==> src/rtl/vga_pkg.sv <==
// Shared definitions for the VGA raster timing generator: default
// 640x480 @ 72 Hz mode constants, total-count derivation and the
// coordinate width used for the x/y counters.
package vga_pkg;

  // Width of the x/y coordinate counters; totals must stay below 2**COORD_W.
  localparam int COORD_W = 10;

  // Pixel clock produced by the board PLL for the default mode.
  localparam int PIXEL_CLK_HZ = 31_500_000;

  // Default horizontal timing, in pixels.
  localparam int DEF_H_VISIBLE = 640;
  localparam int DEF_H_FRONT   = 24;
  localparam int DEF_H_SYNC    = 40;
  localparam int DEF_H_BACK    = 128;

  // Default vertical timing, in lines.
  localparam int DEF_V_VISIBLE = 480;
  localparam int DEF_V_FRONT   = 9;
  localparam int DEF_V_SYNC    = 3;
  localparam int DEF_V_BACK    = 28;

  // Default renderer pixel-pipeline latency matched by the delay line.
  localparam int DEF_LATENCY = 2;

  // Total period of one axis is the sum of its four regions.
  function automatic int calcTotal(input int visible, input int front,
                                   input int sync, input int back);
    return visible + front + sync + back;
  endfunction

  localparam int DEF_H_TOTAL = calcTotal(DEF_H_VISIBLE, DEF_H_FRONT,
                                         DEF_H_SYNC, DEF_H_BACK);
  localparam int DEF_V_TOTAL = calcTotal(DEF_V_VISIBLE, DEF_V_FRONT,
                                         DEF_V_SYNC, DEF_V_BACK);

  // Generator state: HOLD parks the raster at (0,0) for the first clock
  // after reset so that cycle presents the origin; RUN free-runs.
  typedef enum logic {
    GEN_HOLD = 1'b0,
    GEN_RUN  = 1'b1
  } genState_e;

endpackage

==> src/rtl/vga_timing_gen_sync_delay.sv <==
// Parameterised-depth shift register used to re-time one sync/enable
// signal to the renderer's pixel pipeline. Every stage resets to
// RESET_VAL so a reset flushes the line to the inactive level.
module sync_delay
  import vga_pkg::*;
#(
  parameter int DEPTH     = DEF_LATENCY,
  parameter bit RESET_VAL = 1'b0
) (
  input  logic clk,
  input  logic reset,
  input  logic d_i,
  output logic q_o
);

  if (DEPTH == 0) begin : gPass
    // A zero-depth line is a plain wire; the clock and reset are unused.
    logic unusedOk;
    assign unusedOk = &{1'b0, clk, reset};
    assign q_o      = d_i;
  end else begin : gShift
    logic [DEPTH-1:0] stage_q;

    // Shift one stage per clock; reset loads the inactive level everywhere.
    always_ff @(posedge clk) begin
      if (reset) begin
        stage_q <= {DEPTH{RESET_VAL}};
      end else begin
        stage_q[0] <= d_i;
        for (int i = 1; i < DEPTH; i++) begin
          stage_q[i] <= stage_q[i-1];
        end
      end
    end

    assign q_o = stage_q[DEPTH-1];
  end

endmodule

==> src/rtl/vga_timing_gen.sv <==
// VGA raster timing generator: free-running pixel/line counters with
// registered hsync/vsync/de/line_start/frame_start decoded from the
// next-state counters (so they always describe the x/y shown in the same
// cycle), plus a delay line re-timing de/hsync/vsync by LATENCY clocks.
module vga_timing_gen
  import vga_pkg::*;
#(
  parameter int H_VISIBLE = DEF_H_VISIBLE,
  parameter int H_FRONT   = DEF_H_FRONT,
  parameter int H_SYNC    = DEF_H_SYNC,
  parameter int H_BACK    = DEF_H_BACK,
  parameter int V_VISIBLE = DEF_V_VISIBLE,
  parameter int V_FRONT   = DEF_V_FRONT,
  parameter int V_SYNC    = DEF_V_SYNC,
  parameter int V_BACK    = DEF_V_BACK,
  parameter bit HSYNC_POL = 1'b0,
  parameter bit VSYNC_POL = 1'b0,
  parameter int LATENCY   = DEF_LATENCY
) (
  input  logic               clk,
  input  logic               reset,
  output logic [COORD_W-1:0] x,
  output logic [COORD_W-1:0] y,
  output logic               de,
  output logic               hsync,
  output logic               vsync,
  output logic               line_start,
  output logic               frame_start,
  output logic               de_d,
  output logic               hsync_d,
  output logic               vsync_d
);

  localparam int H_TOTAL = calcTotal(H_VISIBLE, H_FRONT, H_SYNC, H_BACK);
  localparam int V_TOTAL = calcTotal(V_VISIBLE, V_FRONT, V_SYNC, V_BACK);

  // Counter boundaries in counter width so every compare is width-matched.
  localparam logic [COORD_W-1:0] X_LAST     = COORD_W'(H_TOTAL - 1);
  localparam logic [COORD_W-1:0] Y_LAST     = COORD_W'(V_TOTAL - 1);
  localparam logic [COORD_W-1:0] X_VIS      = COORD_W'(H_VISIBLE);
  localparam logic [COORD_W-1:0] Y_VIS      = COORD_W'(V_VISIBLE);
  localparam logic [COORD_W-1:0] HS_START   = COORD_W'(H_VISIBLE + H_FRONT);
  localparam logic [COORD_W-1:0] HS_END     = COORD_W'(H_VISIBLE + H_FRONT + H_SYNC);
  localparam logic [COORD_W-1:0] VS_START   = COORD_W'(V_VISIBLE + V_FRONT);
  localparam logic [COORD_W-1:0] VS_END     = COORD_W'(V_VISIBLE + V_FRONT + V_SYNC);

  genState_e state_q, state_d;

  logic [COORD_W-1:0] xCount_q, xCount_d;
  logic [COORD_W-1:0] yCount_q, yCount_d;

  logic de_q, de_dn;
  logic hsync_q, hsync_dn;
  logic vsync_q, vsync_dn;
  logic lineStart_q, lineStart_dn;
  logic frameStart_q, frameStart_dn;

  // Next raster position: hold at the origin for the first clock out of
  // reset, then advance x every clock and y on each x wrap.
  always_comb begin
    state_d  = state_q;
    xCount_d = xCount_q;
    yCount_d = yCount_q;
    case (state_q)
      GEN_HOLD: begin
        state_d  = GEN_RUN;
        xCount_d = '0;
        yCount_d = '0;
      end
      GEN_RUN: begin
        if (xCount_q == X_LAST) begin
          xCount_d = '0;
          if (yCount_q == Y_LAST) begin
            yCount_d = '0;
          end else begin
            yCount_d = yCount_q + 1'b1;
          end
        end else begin
          xCount_d = xCount_q + 1'b1;
        end
      end
      default: begin
        state_d  = GEN_HOLD;
        xCount_d = '0;
        yCount_d = '0;
      end
    endcase
  end

  // Decode sync/enable/strobes from the next position so the registered
  // versions line up with the registered counters.
  always_comb begin
    de_dn         = (xCount_d < X_VIS) && (yCount_d < Y_VIS);
    hsync_dn      = ((xCount_d >= HS_START) && (xCount_d < HS_END)) ? HSYNC_POL : !HSYNC_POL;
    vsync_dn      = ((yCount_d >= VS_START) && (yCount_d < VS_END)) ? VSYNC_POL : !VSYNC_POL;
    lineStart_dn  = (xCount_d == '0);
    frameStart_dn = (xCount_d == '0) && (yCount_d == '0);
  end

  // State, counter and output registers; reset parks everything inactive.
  always_ff @(posedge clk) begin
    if (reset) begin
      state_q      <= GEN_HOLD;
      xCount_q     <= '0;
      yCount_q     <= '0;
      de_q         <= 1'b0;
      hsync_q      <= !HSYNC_POL;
      vsync_q      <= !VSYNC_POL;
      lineStart_q  <= 1'b0;
      frameStart_q <= 1'b0;
    end else begin
      state_q      <= state_d;
      xCount_q     <= xCount_d;
      yCount_q     <= yCount_d;
      de_q         <= de_dn;
      hsync_q      <= hsync_dn;
      vsync_q      <= vsync_dn;
      lineStart_q  <= lineStart_dn;
      frameStart_q <= frameStart_dn;
    end
  end

  assign x           = xCount_q;
  assign y           = yCount_q;
  assign de          = de_q;
  assign hsync       = hsync_q;
  assign vsync       = vsync_q;
  assign line_start  = lineStart_q;
  assign frame_start = frameStart_q;

  sync_delay #(
    .DEPTH    (LATENCY),
    .RESET_VAL(1'b0)
  ) deDelay (
    .clk  (clk),
    .reset(reset),
    .d_i  (de_q),
    .q_o  (de_d)
  );

  sync_delay #(
    .DEPTH    (LATENCY),
    .RESET_VAL(!HSYNC_POL)
  ) hsyncDelay (
    .clk  (clk),
    .reset(reset),
    .d_i  (hsync_q),
    .q_o  (hsync_d)
  );

  sync_delay #(
    .DEPTH    (LATENCY),
    .RESET_VAL(!VSYNC_POL)
  ) vsyncDelay (
    .clk  (clk),
    .reset(reset),
    .d_i  (vsync_q),
    .q_o  (vsync_d)
  );

endmodule

==> config.mk <==
export PLATFORM = sky130hd
export DESIGN_NAME = vga_timing_gen
export DESIGN_NICKNAME = d
export VERILOG_FILES = /design/src/rtl/vga_pkg.sv /design/src/rtl/vga_timing_gen_sync_delay.sv /design/src/rtl/vga_timing_gen.sv
export SDC_FILE = /design/constraint.sdc
export NUM_CORES = 1
export LEC_CHECK = 0
export BUFFER_PORTS_ARGS = -buffer_cell sky130_fd_sc_hd__clkbuf_2
export CAP_MARGIN = 20
export CORE_MARGIN = 2
export CORE_UTILIZATION = 48
export DETAILED_ROUTE_END_ITERATION = 6
export PLACE_DENSITY = 0.84
export SYNTH_ARGS = -nofsm -noshare
export SYNTH_HDL_FRONTEND = slang
export SYNTH_SLANG_ARGS = --single-unit
==> constraint.sdc <==
create_clock -name clk -period 2.5 [get_ports clk]
set_input_delay 0.125 -clock clk [delete_from_list [all_inputs] [get_ports clk]]
set_output_delay 0.125 -clock clk [all_outputs]
set_load 0.02 [all_outputs]
# [Word level (Yosys, flattened, before mapping)]
# Index checks and enable logic that the tools add are counted.
# Widths: inputs -> output; s select.
[totals] regBits=32 output_inout_bits=28 wordCells=36
[classes] addsub=2 order_cmp=6 eq_ne=2 muxes=8 bitwise_logic=1 n_reduce_logical=6
[ops] op="$pmux 10 s2" count=2
[ops] op="$mux 10" count=3
[ops] op="$add 10x1->10 const B" count=2
[ops] op="$eq 10x10->1 const B" count=2
[ops] op="$logic_not 10->1" count=2
[ops] op="$lt 10x10->1 const B" count=2
[ops] op="$lt 10x9->1 const B" count=2
[ops] op="$ge 10x10->1 const B" count=1
[ops] op="$ge 10x9->1 const B" count=1
[ops] op="$logic_and 1x1->1" count=4
[ops] op="$mux 1" count=3
[ops] op="$not 1->1" count=1

# [Depth between registers and ports, before layout]
# Gate-level depths: netlist of run 1.
[logic_depth] word_depth=7 mapped_depth=8 depth_no_buf=7

# [By module]
# A second synthesis of run 1 with hierarchy kept.
[hier_totals] cells_unflattened=176 hier_area_um2=1615.3
[modules_own_cells] mod="vga_timing_gen" instances=1 cells_per_inst=164 area_per_inst_um2=1457.6 seq_area_each_um2=520.5
[modules_own_cells] mod="sync_delay" instances=3 cells_per_inst=4 area_per_inst_um2=52.6 seq_area_each_um2=40.0

# [Worst setup path before layout of run 1]
# OpenSTA, ideal clock, no wires.
[synth_path] kind="reg-to-reg" from="reg yCount_q[0], in the netlist y[0]" to="reg frameStart_q, in the netlist frame_start" setup_ns=0.087 arrival_time_ns=2.391 required_time_ns=2.413 setup_slack_ns=0.021 path_stages_with_launch=8 n_path_buf=0 synth_period_minus_slack_ns=2.479 path_cell_list="dfxtp_1 > ha_1 > or4b_4 > nor4_4 > nor4_1 > a21o_1 > o31a_1 > nor4b_2"
[synth_between] elab_chain_cells=6 elab_cells_between_ends=7 cone_classes="add/sub: 1; eq/ne: 1; mux: 3; reduce/logical: 2"
[synth_lines] item="from (decl)" line_no="vga_timing_gen.sv:50" source="logic [COORD_W-1:0] yCount_q, yCount_d;"
[synth_lines] item="from (signal assigned)" line_no="vga_timing_gen.sv:114" source="yCount_q <= yCount_d;"
[synth_lines] item="$add 10x1->10 or $eq 10x10->1 (tied branches)" line_no="vga_timing_gen.sv:76, vga_timing_gen.sv:73"
[synth_lines] item="$mux 10" line_no="vga_timing_gen.sv:73" source="if (yCount_q == Y_LAST) begin"
[synth_lines] item="$mux 10 (*)" line_no="vga_timing_gen.sv:71" source="if (xCount_q == X_LAST) begin"
[synth_lines] item="$pmux 10 s2 (*)" line_no="vga_timing_gen.sv:64" source="case (state_q)"
[synth_lines] item="$logic_not 10->1 (*)" line_no="vga_timing_gen.sv:97" source="frameStart_dn = (xCount_d == '0) && (yCount_d == '0);"
[synth_lines] item="$logic_and 1x1->1 (*)" line_no="vga_timing_gen.sv:97"
[synth_lines] item="to (signal assigned)" line_no="vga_timing_gen.sv:119" source="frameStart_q <= frameStart_dn;"
[synth_lines] item="to (decl)" line_no="vga_timing_gen.sv:56" source="logic frameStart_q, frameStart_dn;"
# Every way passes the cells marked *; elsewhere a longest branch is shown, timed or not.
# A chain may end at the register's enable or synchronous reset.

# [Final worst setup path of run 1]
[layout_path] from="reg yCount_q[1], in the netlist y[1]" to="reg frameStart_q, in the netlist frame_start"
# Same word-level chain as after synthesis.

==> results of run 1 <==
## stage by stage
step,hold slack [ns],instance area (um^2),util [%],std cells,power (W)
4_1_cts,0.0843,1840,60.3,256,0.000888
2_1_floorplan,0.389,1550,-,176,0.000555
3_5_place_dp,0.396,1780,58.2,249,0.000567
3_3_place_gp,0.395,1780,58.2,249,0.000566
6_report,0.0874,1850,60.6,256,0.000882
5_1_grt,0.106,1850,60.6,256,0.000908
## Yosys cell counts, types with 4 or more instances
cell      instances  area share [%]
dfxtp_1          32              41
nor2_1           25             6.1
nand2_1          14             3.4
xor2_1            9             5.1
xnor2_1           8             4.5
clkbuf_1          7             1.7
nand3_1           7             2.3
a21oi_1           6             1.9
nand4_1           6             2.4
nor2b_1           6             2.4
and4_1            5             2.8
or2_2             4             1.6
## cell families after synthesis
kind of cell	Yosys count
AOI/OAI and AO/OA	25
xor gates and xnor gates	17
adders and majority gates	2
buffers and inverters	11
DFF	32
and+or+nand+nor	89
## per-layer routing
layer,up-vias,routed length (um)
li1,697,-
met1,647,1640
met2,54,1470
met3,10,181
met4,0,80
met5,-,0
## cell type report
| type | instances | area, um^2 |
|---|---|---|
| repair buffers | 39 | 220 |
| inverters | 1 | 3.75 |
| flip-flops and latches | 32 | 641 |
| multi-input cells | 133 | 865 |
| fillers | 265 | 1200 |
| clock buffers | 7 | 65.1 |
| well taps | 44 | 55.1 |
## cell usage in the layout (no fill, tap or decap), drive strengths merged, types with 2 or more instances in the layout
cell	n
nand2	14
dfxtp	32
or3	2
nand2b	2
and2	2
nor3	4
o211ai	2
or2	4
xor2	9
clkbuf	36
nor4	2
and3	4
nand4	6
nor4b	2
nor2	25
nor2b	6
ha	2
and4	6
o21ai	3
xnor2	8
nand3	7
a21oi	6
buf	10
a31oi	2
## worst max-delay path, cell delays in order (launching register included)
cell and delay [ns]:
dfxtp_1 0.43, ha_1 0.24, or4b_4 0.51, nor4_4 0.24, nor4_1 0.10, a21o_1 0.18, o31a_1 0.31, nor4b_2 0.25
## timing repair
| action | CTS | global route |
|---|---|---|
| endpoints found under the setup margin | 0 | 3 |
| endpoints found under the hold margin | 0 | 0 |
| gates resized for setup | 0 | 2 |
## sequential cells by signal, summed over array words and instances, names as in the netlist
signal and count:
hsyncDelay.gShift.stage_q 2, x 10, de 1, line_start 1, vsync 1, hsync 1
vsyncDelay.gShift.stage_q 2, deDelay.gShift.stage_q 2, state_q 1, y 10, frame_start 1
## worst paths after layout
kind | end | depth (start not counted) | from
setup reg to reg | frame_start | 7 | y[1]
setup / recovery | frame_start | 7 | y[1]
hold reg to reg | hsyncDelay.gShift.stage_q[1] | 1 | hsyncDelay.gShift.stage_q[0]
hold / removal | deDelay.gShift.stage_q[1] | 2 | reset
## power groups by stage
stage	logic, W	registers, W	clock network [W]
floorplan	0.0000156	0.000539	0
global placement	0.0000330	0.000533	0
detailed placement	0.0000336	0.000533	0
CTS	0.0000336	0.000522	0.000333
global route	0.0000368	0.000523	0.000348
finish	0.0000336	0.000522	0.000327
==> out/metrics.yaml, run 1 <==
sta:
  rsz0062_at_grt: "false"
  fin_crit_ns: 2.34
  min_period_over_period_pct: 93.6
  tightest_slew_ns: 0.465
  setup_slack_ns: 0.160
  maxSlewViolCount: 0
  fin_worst_skew_ns: 0.0187
  slew_headroom_pct: 68.6
  fmaxAchievable_mhz: 427
  hold_viol: 0
  tns_ns: 0
  setup_viol: 0
clock_tree:
  clock_latency_ns: 0.33
  ctsHoldBuffers: 0
  cts_buffers: 5
  cts_tree: "done"
  cts_root_buffer: "clkbuf_4"
  clk_path_buf_depth: 2
  cts_setup_buffers: 0
  clkSlewWorstSetupHoldPaths_ns: 0.10
  htree_levels: 2
  cts.sinks: 32
synth:
  synth_cells: 176
  ys.warnings.count: 0
  postSynthAreaPerCell_um2: 8.79
  synth_top_family_by_area: "simple AND/OR/NAND/NOR gates"
  synth.mux.area_fraction_pct: 0
  async_flop_share_pct: 0
  yosys_most_used_dff: "dfxtp_1"
  seq_area_frac_synth_pct: 41.4
  yosysUniqueCellTypes: 48
  synthAdderAreaFrac_pct: 1.62
  syn_area_um2: 1550
  synth_enable_flop_cells: 0
  synth-seq-cells: 32
  synth_compound_area_share_pct: 11.2
  syn-num-nets: 180
  synth-simple-area-share_pct: 32.9
  synth-xor-area-share_pct: 9.62
pwr:
  comb_power_share_pct: 3.8
  ir_drop_v: 0.000234
  switching_share_pct: 22.1
  powerDensity_nw_per_um2: 477
  power_frac_seq_pct: 59.2
  p_sw_w: 0.000194
  leakagePower_nw: 0.725
  p_int_w: 0.000687
  pwr-share-clk_pct: 37.0
drt:
  dr_total_vias: 1408
  remaining_drc_errors: 0
  wl_per_cell_um: 13.2
  firstDrtPassIters: 4
  final_antenna_net_count: 0
  drt_iter0_markers: 71
  routed_via_density: 5.50
  wirelength_um: 3370
global_route:
  overflow: 0
  grt-busiest-layer: "met2"
  met2_usage_pct: 29.8
  grt_pass1_wl_um: 5420
  grt_util_all_layers_pct: 19.9
  grt_start_max_net_pins: 12
  antenna_found_initial: 0
  first_global_vias: 1190
  use_met1_pct: 26.5
  grtUsageMet3_pct: 4.26
cells_and_area:
  drive_above_1_share_pct: 27.8
  area.growth.synth_to_final_pct: 19.5
  antennaDiodeCount: 0
  nets: 216
placed_design:
  place_ws_ns: 0.132
  dp_hpwl_um: 2430
  io_buffers: 29
  gp_congestion: 0.875
setup_path:
  worstSetupStartpointType: "register"
  critPathCaptureType: "register"
  crit_fanout: 6
  arrival_ns: 2.60
  critical_path_required_ns: 2.76
  crit_type: "reg2reg"
  rrSetupSlack_ns: 0.16
floorplanning:
  die_h_um: 60.8
  die_w_um: 60.8
  initial_core_util_pct: 50.7
  rows: 20
  core_area_um2: 3050
  die-area_um2: 3690
  io_pins: 30
hold_path:
  hold_class: "in2reg"
job:
  cap_violations: 0
status:
  status: "complete, no violations"
No activity file was read; power rests on OpenSTA's default activity.
==> inputs of run 2 (changes only) <==
CORE_MARGIN = unset   (was 2)
==> out/metrics.yaml, run 2 (same netlist as run 1, synthesis figures left out) <==
status:
  status: "complete, no violations"
floorplanning:
  rows: 20
  io_pins: 30
  core_area_um2: 3050
  die_h_um: 58.8
  die_w_um: 58.8
  initial_core_util_pct: 50.7
  die-area_um2: 3460
placed_design:
  dp_cells: 248
  gp_congestion: 0.915
  io_buffers: 29
  dp_hpwl_um: 2520
pwr:
  p_int_w: 0.000739
  p_sw_w: 0.000200
  ir_drop_v: 0.000183
  powerDensity_nw_per_um2: 506
  power_frac_seq_pct: 55.5
  leakagePower_nw: 0.721
  comb_power_share_pct: 3.8
  pwr-share-clk_pct: 40.7
  switching_share_pct: 21.3
  p_total_w: 0.000939
clock_tree:
  cts_buffers: 5
  ctsHoldBuffers: 0
  clk_path_buf_depth: 2
  htree_levels: 2
  post_cts_resized: 0
  cts.sinks: 32
  cts_setup_buffers: 0
  cts_tree: "done"
  clkSlewWorstSetupHoldPaths_ns: 0.09
  clock_latency_ns: 0.33
  cts_root_buffer: "clkbuf_4"
sta:
  maxSlewViolCount: 0
  hold_viol: 0
  fin_worst_skew_ns: 0.0122
  setup_viol: 0
  tightest_slew_ns: 0.468
  fin_crit_ns: 2.29
  fmaxAchievable_mhz: 437
  tns_ns: 0
  min_period_over_period_pct: 91.6
  whs_ns: 0.0976
  rsz0062_at_grt: "false"
  slew_headroom_pct: 68.4
cells_and_area:
  layout_common_cells: "dfxtp_1, clkbuf_2, nor2_1, nand2_1"
  area.growth.synth_to_final_pct: 20.0
  layout_commonest_cell: "dfxtp_1"
  nets: 215
  final_cells: 256
  antennaDiodeCount: 0
  drive_above_1_share_pct: 28.3
global_route:
  grt_util_all_layers_pct: 22.5
  overflow: 0
  grt_pass1_wl_um: 5870
  grt_start_max_net_pins: 13
  antenna_found_initial: 0
  first_global_vias: 1280
drt:
  dr_total_vias: 1414
  final_antenna_net_count: 0
  remaining_drc_errors: 0
  routed_via_density: 5.52
  wl_per_cell_um: 13.9
  wirelength_um: 3550
  drt_iter0_markers: 64
  firstDrtPassIters: 4
hold_path:
  whs_path_depth: 2
  hold_class: "in2reg"
setup_path:
  critical_path_required_ns: 2.70
  worstSetupStartpointType: "register"
  critPathCaptureType: "register"
  arrival_ns: 2.49
  crit_fanout: 7
  ff2ff_path_depth: 7
  cpPeakStageDelay_ns: 0.48
  crit_type: "reg2reg"
  cp_num_cells: 7
  crit_chain: "ha_2 -> nand3_1 -> or3_1 -> nor2_1 -> xnor2_1 -> nor4b_2 -> nand4_1"
  crit_family: "simple AND/OR/NAND/NOR gates"
  critPathBufInv: 0
  crit_path_top_delay_cell: "or3_1"
job:
  cap_violations: 0
run 2: layer usage:
layer	up-vias	global-route usage, %	part of all wire, %	routed length [um]
li1	703	-	-	-
met1	670	28.6	46	1650
met2	32	36.2	48	1720
met3	9	4.18	3.2	115
met4	0	11.9	1.9	68
met5	-	0	0	0
run 2: stage by stage:
stage | instance area (um^2) | utilization, % | setup WS (ns)
4_1_cts | 1840 | 60.4 | 0.0725
6_report | 1860 | 60.8 | 0.209
5_1_grt | 1860 | 60.8 | 0.0614
2_1_floorplan | 1550 | - | 0.0213
3_5_place_dp | 1770 | 57.9 | 0.0967
3_3_place_gp | 1770 | 57.9 | 0.191
run 2: final timing paths:
check | startpoint | endpoint | slack (ns)
hold / removal | reset | deDelay.gShift.stage_q[0] | 0.1
setup / recovery | x[1] | vsync | 0.21
setup reg to reg | x[1] | vsync | 0.21
hold reg to reg | hsyncDelay.gShift.stage_q[0] | hsyncDelay.gShift.stage_q[1] | 0.43
run 2: power by group through the flow:
stage               Clock (W)  Combinational [W]  Sequential (W)
global route         0.000410          0.0000400        0.000522
floorplan                   0          0.0000156        0.000539
global placement            0          0.0000348        0.000533
finish               0.000382          0.0000359        0.000521
detailed placement          0          0.0000357        0.000533
CTS                  0.000386          0.0000356        0.000521
run 2: layout make-up:
cell class | instances | area (um^2)
clock inverter | 2 | 35.0
clock buffer | 6 | 41.3
fill | 277 | 1200
multi-input combinational | 133 | 867
tap | 44 | 55.1
inverter | 1 | 3.75
timing repair buffer | 38 | 213
sequential | 32 | 642
